$ cat src/rtl/butterfly_pkg.sv
// Shared definitions for the butterfly serial-to-parallel blocks: mode encodings
// and the elaboration-time legality check on the lane count.
package butterfly_pkg;

    localparam logic MODE_LINEAR = 1'b0;
    localparam logic MODE_BFLY   = 1'b1;

    // Lane count must be a power of two between 2 and 64.
    function automatic bit lane_cnt_ok(input int n);
        return (n >= 2) && (n <= 64) && ((n & (n - 1)) == 0);
    endfunction

endpackage

$ cat src/rtl/butterfly_lane_map.sv
// Combinational slot -> lane mapping: identity in linear mode, rotation by the
// popcount of the word index in butterfly mode. Zero latency, no flow control.
module butterfly_lane_map
    import butterfly_pkg::*;
#(
    parameter int NUM_LANE = 8,
    parameter int POP_W    = 8
) (
    input  logic [$clog2(NUM_LANE)-1:0] slot,
    input  logic [POP_W-1:0]            word_idx,
    input  logic                        mode,
    output logic [$clog2(NUM_LANE)-1:0] lane
);

    localparam int LW = $clog2(NUM_LANE);

    logic [LW-1:0] pop_cnt;

    // Accumulating in LW bits gives the mod-NUM_LANE reduction for free.
    always_comb begin
        pop_cnt = '0;
        for (int i = 0; i < POP_W; i++) begin
            pop_cnt = pop_cnt + LW'(word_idx[i]);
        end
        lane = (mode == MODE_BFLY) ? (slot + pop_cnt) : slot;
    end

endmodule

$ cat src/rtl/butterfly_s2p_stream.sv
// Serial-to-parallel packer, 1 element/cycle, completing element to dn_vld in 1 cycle;
// a second finished word waiting on dn_rdy stalls up_rdy. Optional BUTTERFLY_S2P_STATS_EN adds counters.
module butterfly_s2p_stream
    import butterfly_pkg::*;
#(
    parameter int DATA_W   = 16,
    parameter int NUM_LANE = 8,
    parameter int CNT_W    = 32,
    parameter int POP_W    = 8
) (
    input  logic                       clk,
    input  logic                       rst_n,
    input  logic [CNT_W-1:0]           cfg_len,
    input  logic                       cfg_mode,
    input  logic [DATA_W-1:0]          up_dat,
    input  logic                       up_vld,
    output logic                       up_rdy,
    output logic [NUM_LANE*DATA_W-1:0] dn_dat,
    output logic [NUM_LANE-1:0]        dn_keep,
    output logic                       dn_last,
    output logic                       dn_vld,
    input  logic                       dn_rdy
`ifdef BUTTERFLY_S2P_STATS_EN
    ,
    output logic [31:0]                stat_words,
    output logic [31:0]                stat_stall
`endif
);

    localparam int LW = $clog2(NUM_LANE);
    localparam int WW = NUM_LANE * DATA_W;

    if (!lane_cnt_ok(NUM_LANE) || (LW + POP_W > CNT_W)) begin : g_bad_cfg
        $error("butterfly_s2p_stream: illegal NUM_LANE/POP_W/CNT_W combination");
    end

    logic [CNT_W-1:0]    elem_cnt;
    logic [CNT_W-1:0]    frame_len;
    logic                frame_mode;
    logic [CNT_W-1:0]    len_eff;
    logic                mode_eff;
    logic                at_bound;

    logic [WW-1:0]       asm_dat;
    logic [NUM_LANE-1:0] asm_keep;
    logic                asm_full;
    logic                asm_last;
    logic [WW-1:0]       nxt_dat;
    logic [NUM_LANE-1:0] nxt_keep;

    logic                acc;
    logic                elem_last;
    logic                word_done;
    logic                out_free;
    logic [LW-1:0]       slot;
    logic [LW-1:0]       lane;

    // Frame config is live at the boundary and frozen once the first element lands.
    assign at_bound  = (elem_cnt == '0);
    assign len_eff   = at_bound ? cfg_len  : frame_len;
    assign mode_eff  = at_bound ? cfg_mode : frame_mode;

    assign up_rdy    = !asm_full && !(at_bound && (cfg_len == '0));
    assign acc       = up_vld && up_rdy;
    assign slot      = elem_cnt[LW-1:0];
    assign elem_last = (elem_cnt == len_eff - CNT_W'(1));
    assign word_done = acc && ((slot == LW'(NUM_LANE - 1)) || elem_last);
    assign out_free  = !dn_vld || dn_rdy;

    butterfly_lane_map #(
        .NUM_LANE (NUM_LANE),
        .POP_W    (POP_W)
    ) u_lane_map (
        .slot     (slot),
        .word_idx (elem_cnt[LW +: POP_W]),
        .mode     (mode_eff),
        .lane     (lane)
    );

    always_comb begin
        nxt_dat  = asm_dat;
        nxt_keep = asm_keep;
        if (acc) begin
            nxt_dat[lane*DATA_W +: DATA_W] = up_dat;
            nxt_keep[lane]                 = 1'b1;
        end
    end

    always_ff @(posedge clk or negedge rst_n) begin
        if (!rst_n) begin
            elem_cnt   <= '0;
            frame_len  <= '0;
            frame_mode <= MODE_LINEAR;
        end else if (acc) begin
            if (at_bound) begin
                frame_len  <= cfg_len;
                frame_mode <= cfg_mode;
            end
            elem_cnt <= elem_last ? '0 : elem_cnt + CNT_W'(1);
        end
    end

    // A completing element bypasses the assembly buffer when the output can take it,
    // so back-to-back words never cost a bubble.
    always_ff @(posedge clk or negedge rst_n) begin
        if (!rst_n) begin
            asm_dat  <= '0;
            asm_keep <= '0;
            asm_full <= 1'b0;
            asm_last <= 1'b0;
            dn_dat   <= '0;
            dn_keep  <= '0;
            dn_last  <= 1'b0;
            dn_vld   <= 1'b0;
        end else begin
            if (out_free) begin
                dn_vld <= 1'b0;
            end
            if (asm_full) begin
                if (out_free) begin
                    dn_vld   <= 1'b1;
                    dn_dat   <= asm_dat;
                    dn_keep  <= asm_keep;
                    dn_last  <= asm_last;
                    asm_dat  <= '0;
                    asm_keep <= '0;
                    asm_full <= 1'b0;
                    asm_last <= 1'b0;
                end
            end else if (word_done) begin
                if (out_free) begin
                    dn_vld   <= 1'b1;
                    dn_dat   <= nxt_dat;
                    dn_keep  <= nxt_keep;
                    dn_last  <= elem_last;
                    asm_dat  <= '0;
                    asm_keep <= '0;
                end else begin
                    asm_dat  <= nxt_dat;
                    asm_keep <= nxt_keep;
                    asm_full <= 1'b1;
                    asm_last <= elem_last;
                end
            end else if (acc) begin
                asm_dat  <= nxt_dat;
                asm_keep <= nxt_keep;
            end
        end
    end

`ifdef BUTTERFLY_S2P_STATS_EN
    always_ff @(posedge clk or negedge rst_n) begin
        if (!rst_n) begin
            stat_words <= '0;
            stat_stall <= '0;
        end else begin
            if (dn_vld && dn_rdy && (stat_words != '1)) begin
                stat_words <= stat_words + 32'd1;
            end
            if (up_vld && !up_rdy && (stat_stall != '1)) begin
                stat_stall <= stat_stall + 32'd1;
            end
        end
    end
`endif

endmodule

$ cat config.mk
export PLATFORM = sky130hd
export DESIGN_NAME = butterfly_s2p_stream
export DESIGN_NICKNAME = d
export VERILOG_FILES = /design/src/rtl/butterfly_pkg.sv /design/src/rtl/butterfly_lane_map.sv /design/src/rtl/butterfly_s2p_stream.sv
export SDC_FILE = /design/constraint.sdc
export NUM_CORES = 1
export LEC_CHECK = 0
export CORE_MARGIN = 8
export CORE_UTILIZATION = 30
export CTS_BUF_LIST = sky130_fd_sc_hd__clkbuf_4 sky130_fd_sc_hd__clkbuf_8
export DETAILED_ROUTE_END_ITERATION = 12
export GPL_TIMING_DRIVEN = 0
export HOLD_SLACK_MARGIN = 0.02
export SYNTH_ARGS = -nofsm -noshare
export SYNTH_HDL_FRONTEND = slang
export SYNTH_SLANG_ARGS = --single-unit
$ cat constraint.sdc
create_clock -name clk -period 11.89 [get_ports clk]
set_input_delay 1.189 -clock clk [delete_from_list [all_inputs] [get_ports clk]]
set_output_delay 1.189 -clock clk [all_outputs]
set_load 0.01 [all_outputs]
Yosys cells after proc, flatten, opt, wreduce, memory -nomap -nowiden
Cells that the tools add are included.
- bits in registers: 341
- latch bits: 0
- memory bits (writable): 0
- ROM bits: 0
- bits of input ports: 53
- output and inout port bits: 139
- logic and storage cells: 90
- memories kept: 0
- add/sub/neg operators: 11
- multipliers: 0
- div/mod/pow operators: 0
- $lt $le $gt $ge: 2
- equality and inequality tests: 4
- shift operators: 2
- muxes and demuxes: 42
- bitwise gates (word level): 1
- reduce and logical (&&, ||, !) cells: 17
- operators with widths (operator ; count):
    128-bit 2-to-1 mux ; 10
    128-bit bitwise mux ; 1
    16-bit by 34-bit variable shift with 128-bit output, first input constant ; 1
    16-bit by 34-bit variable part select with 128-bit output ; 1
    8-bit 2-to-1 mux ; 10
    32-bit zero test ; 2
    32-bit 2-to-1 mux ; 2
    7-bit negation with 34-bit output ; 1
    32-bit by 1-bit adder with 32-bit output, second input constant ; 1
    32-bit == test ; 1
    32-bit by 1-bit subtractor with 32-bit output, second input constant ; 1
    3-bit by 1-bit adder with 3-bit output ; 6
    1-bit 2-to-1 mux ; 17
    8-bit bitwise OR ; 1
    1-bit logical AND ; 5
    3-bit by 4-bit less-than comparator with 1-bit output, second input constant ; 1
    2-bit AND reduction ; 2
    3-bit adder ; 1
    1-bit demux with 3-bit select ; 1
    3-bit == test, second input constant ; 1
    3-bit by 1-bit >= comparator with 1-bit output, second input constant ; 1
    1-bit zero test ; 3
    3-bit 2-to-1 mux ; 1
    3-bit AND reduction ; 1
    6 further kinds ; 7

Depth between registers and ports, before layout
- word-level depth: 18
- depth in mapped cells: 25
- mapped depth without buffers: 20

Cells and area by module
A second synthesis with hierarchy kept.
- cell total of the unflattened synthesis: 1717
- area total of the unflattened synthesis: 17389.2 um2
- by module, submodules not included (module ; times used ; cells an instance ; area each (um2) ; sequential area each (um2)):
    butterfly_s2p_stream ; 1 ; 1697 ; 17175.2 ; 8533.2
    butterfly_lane_map ; 1 ; 20 ; 214.0 ; 0.0

Worst setup path before layout
No wires, ideal clock.
- path kind: register -> register
- start point: register elem_cnt[0]
- end point: register asm_dat[102]
- setup time: 0.122 ns
- arrival: 5.815 ns
- required time: 11.768 ns
- path slack: 5.953 ns
- cell stages (with the launch flop): 26
- buffers on the path: 8
- period minus slack after synthesis: 5.937 ns
- cells stage by stage: dfrtp_1 > inv_1 > ha_1 > nor4b_1 > nand4_1 > nor3_1 > buf_2 > buf_4 > buf_4 > mux2i_1 > ha_1 > buf_2 > or4b_4 > or3_4 > a311oi_2 > a32o_1 > xor2_1 > nand3_1 > or4_1 > buf_2 > o41a_1 > o21a_1 > buf_2 > buf_6 > buf_6 > a32o_1
- longest elaborated chain between the ends: 10
- elaborated cells on any way between the ends: 25
- classes of those cells: 3 x add/sub; 2 x eq/ne; 2 x shift; 9 x mux; 9 x reduce/logical
- ends and longest elaborated chain (element ; RTL line ; RTL):
    start, declared ; butterfly_s2p_stream.sv:37 ; logic [CNT_W-1:0] elem_cnt;
    start signal, assigned ; butterfly_s2p_stream.sv:99 ; elem_cnt <= elem_last ? '0 : elem_cnt + CNT_W'(1);
    32-bit zero test ; butterfly_s2p_stream.sv:59 ; assign at_bound = (elem_cnt == '0);
    1-bit 2-to-1 mux ; -- ;
    3-bit 2-to-1 mux ; butterfly_lane_map.sv:25 ; lane = (mode == MODE_BFLY) ? (slot + pop_cnt) : slot;
    7-bit negation with 34-bit output ; butterfly_s2p_stream.sv:84 ; nxt_dat[lane*DATA_W +: DATA_W] = up_dat;
    16-bit by 34-bit variable part select with 128-bit output or 16-bit by 34-bit variable shift with 128-bit output (tied branches) ; butterfly_s2p_stream.sv:84 ;
    128-bit bitwise mux ; butterfly_s2p_stream.sv:84 ;
    128-bit 2-to-1 mux ; butterfly_s2p_stream.sv:83 ; if (acc) begin
    128-bit 2-to-1 mux (on tied branches) ; butterfly_s2p_stream.sv:144, butterfly_s2p_stream.sv:131 ;
    128-bit 2-to-1 mux ; butterfly_s2p_stream.sv:130 ; end else if (word_done) begin
    128-bit 2-to-1 mux ; butterfly_s2p_stream.sv:119 ; if (asm_full) begin
    end signal, assigned ; butterfly_s2p_stream.sv:139 ; asm_dat <= nxt_dat;
    end signal, assigned ; butterfly_s2p_stream.sv:145 ; asm_dat <= nxt_dat;
    end, declared ; butterfly_s2p_stream.sv:44 ; logic [WW-1:0] asm_dat;
Several ways; a longest one is shown, not always the timed one. The select of a mux whose other input is x is not followed.
A chain may end at the register's enable or synchronous reset.

Worst setup path in the final report
- start point: register elem_cnt[0]
- end point: register asm_dat[63]
The elaborated chain is that of the path after synthesis.

==> results.sh <==
export IMPL_outcome="complete, no violations"
export IMPL_end_kind="register"
export IMPL_clock_latency_ns=0.67
export IMPL_slew_viol_final=0
export IMPL_synth_top_area_cell="dfrtp_1"
export IMPL_synth_cells=1734
export IMPL_synth_top_area_share_pct=46.78
export IMPL_cts_resized=0
export IMPL_grtUsageTotal_pct=17.90
export IMPL_finalCritPeriodShare_pct=64.32
export IMPL_rsz0062_at_grt="no"
export IMPL_yosys_top_cells_area="dfrtp_1 (47%), mux2_2 (9.6%), a32o_1 (4.4%)"
export IMPL_hp_class="input pin to asynchronous set/reset pin"
export IMPL_cts_root_buf="clkbuf_8"
export IMPL_synth_edf_count=0
export IMPL_cts_setup_buffers=0
export IMPL_dieArea_sq_um=68950
export IMPL_powerDensity_nw_per_um2=217.8
export IMPL_yosys_top_cells_count="dfrtp_1 (341), nand2_1 (183), mux2_2 (155)"
export IMPL_rrSetupSlack_ns=4.24
export IMPL_leakage_nw=9.704
export IMPL_overflow=0
export IMPL_ys_warn_count=0
export IMPL_synth_seq_area_share_pct=46.78
export IMPL_nNetsFinal=2063
export IMPL_vdd_ir_drop_max_v=0.00009356
export IMPL_antenna_found_initial=0
export IMPL_core_sq_um=60250
export IMPL_nFillCells=5923
export IMPL_drtIter0Drc=1444
export IMPL_crit_start="elem_cnt[0]"
export IMPL_ys_flop_type="dfrtp_1"
export IMPL_synth_area_sq_um=18240
export IMPL_start_util_pct=30.28
export IMPL_num_vias=15514
export IMPL_dr_pass1_iters=5
export IMPL_fp_dieH_um=262.6
export IMPL_critical_path_required_ns=12.41
export IMPL_cts_tree="done"
export IMPL_tightest_slew_ns=1.092
export IMPL_die_w_um=262.6
export IMPL_ys_async_sr_fraction_pct=100.0
export IMPL_postSynthAreaPerCell_sq_um=10.52
export IMPL_drc=0
export IMPL_ioPinCount=192
export IMPL_critPathKind="register to register"
export IMPL_ys_types=83
export IMPL_setup_viol=0
export IMPL_max_cap_viol_count=0
export IMPL_port_buffers=191
export IMPL_grt_max_degree=127
export IMPL_clockBufferDepth=3
export IMPL_rows=90
export IMPL_fin_ws_ns=4.242
export IMPL_grt_pass1_wl_mm=97.66
export IMPL_clock_fmax_mhz=130.8
export IMPL_cts_clk_slew_worst_paths_ns=0.07
export IMPL_place_congestion=0.9189
export IMPL_worst_path_max_fanout=10
export IMPL_ant_nets=0
export IMPL_htreeDepth=2
export IMPL_p_total_mw=4.917
export IMPL_area_delta_synth_final_pct=23.75
export IMPL_worst_slew_margin_rel_pct=26.62
export IMPL_r2r_start="elem_cnt[0]"
export IMPL_ys_ff_latch=341
export IMPL_wl_per_cell_um=22.70
export IMPL_worstPathArrival_ns=8.17
export IMPL_synth_fp_nets=1806
export IMPL_crit_path_start_kind="register"
export IMPL_reg2reg_depth=23
export IMPL_diodes=0
export IMPL_hold_buffers=0
export IMPL_rr_endpoint="asm_dat[63]"
export IMPL_hpwl_mm=47.86
export IMPL_grt_pass1_vias=15605
export IMPL_cts_buffers_inserted=60
export IMPL_drt_wl_total_mm=64.02
export IMPL_pre_cts_slack_ns=4.430
export IMPL_clock_skew_ns=0.05806
export IMPL_period_needed_ns=7.648
export IMPL_hold_viol=0
export IMPL_viasPerCell=5.501
export IMPL_drive_gt1_share_pct=17.32
export IMPL_whs_ns=0.3560
export IMPL_cts_sinks=341
export IMPL_synth_most_common_cell="dfrtp_1"
## worst max-delay path, cell delays in order (launching register included)
cell,delay [ns]
dfrtp_1,0.46
inv_1,0.19
ha_1,0.19
nor4b_1,0.32
nand4_1,0.28
nor3_1,0.32
buf_2,0.31
buf_4,0.25
buf_4,0.25
mux2i_1,0.27
ha_1,0.17
buf_2,0.21
or4b_4,0.51
or3_4,0.40
a311oi_2,0.33
a32o_1,0.22
xor2_1,0.15
nand3_1,0.09
or4_1,0.53
buf_2,0.21
o41a_1,0.61
o211ai_1,0.71
buf_2,0.36
o221ai_1,0.16
## per-stage QoR
step	utilization, %	setup TNS (ns)	area [sq um]	cells
2_1_floorplan	-	0	18240	1734
3_3_place_gp	35.08	-1904.05	21130	2707
3_5_place_dp	35.23	0	21220	2711
4_1_cts	37.47	0	22570	2820
5_1_grt	37.47	0	22570	2820
6_report	37.47	0	22570	2820
## cells in the final DEF, fill, tap and decap left out, types with 47 or more instances in the layout
master	n
o21ai_0	70
nor2_1	82
mux2_2	155
buf_2	47
clkbuf_8	82
dfrtp_1	341
inv_1	80
a32o_1	80
nand2_1	183
clkdlybuf4s50_1	190
clkbuf_1	63
xnor2_1	50
## state kept, by name, indices dropped and copies added (netlist names), named ones only
signal and count:
asm_dat 128, asm_full 1, asm_keep 8, asm_last 1
dn_dat 128, dn_keep 8, dn_last 1, elem_cnt 32
frame_len 32, frame_mode 1
## power breakdown
group          internal (mW)  leakage, nW  switching [mW]
registers               1.54         4.32           0.241
clock network          0.684        0.722           0.518
logic                  0.897         4.66            1.03
total                   3.13         9.70            1.79
## final cells by class
cell class                 count  area [sq um]  area share (%)
buffer                       118         545.5           2.417
clock inverter                12         107.6          0.4767
sequential                   341          8533           37.80
clock buffer                  97          1241           5.499
timing repair buffer         195          2004           8.880
multi-input combinational   1192          8851           39.21
tap                          782         978.4           4.335
inverter                      83         311.5           1.380
## how the worst max path moves through the flow
stage,to,slack (ns),cells past startpoint
final,asm_dat[63],4.24,23
after global routing,asm_dat[121],3.86,23
after CTS,asm_dat[120],4.38,23
after detailed placement,asm_dat[63],4.43,23
after global placement,dn_dat[29],-5.64,1
after floorplan,asm_dat[102],5.95,25
## cell families (layout without fill, tap and decap cells)
group           after synthesis  after routing  synth area share [%]
buf+inv                     201            505                 4.699
compound gates              398            398                 17.54
simple gates                505            505                 13.93
flops                       341            341                 46.78
xor+xnor                     70             70                 3.361
mux                         200            200                 12.22
fa+ha+maj                    19             19                 1.468
## layer usage
| layer | GRT usage, % | routed length (um) | vias up |
|---|---|---|---|
| li1 | - | - | 6987 |
| met1 | 23.63 | 27780 | 7806 |
| met2 | 29.23 | 29860 | 612 |
| met3 | 3.386 | 4362 | 109 |
| met4 | 6.087 | 2009 | 0 |
| met5 | 0 | 0 | - |
Power figures use the tool's default switching activity.
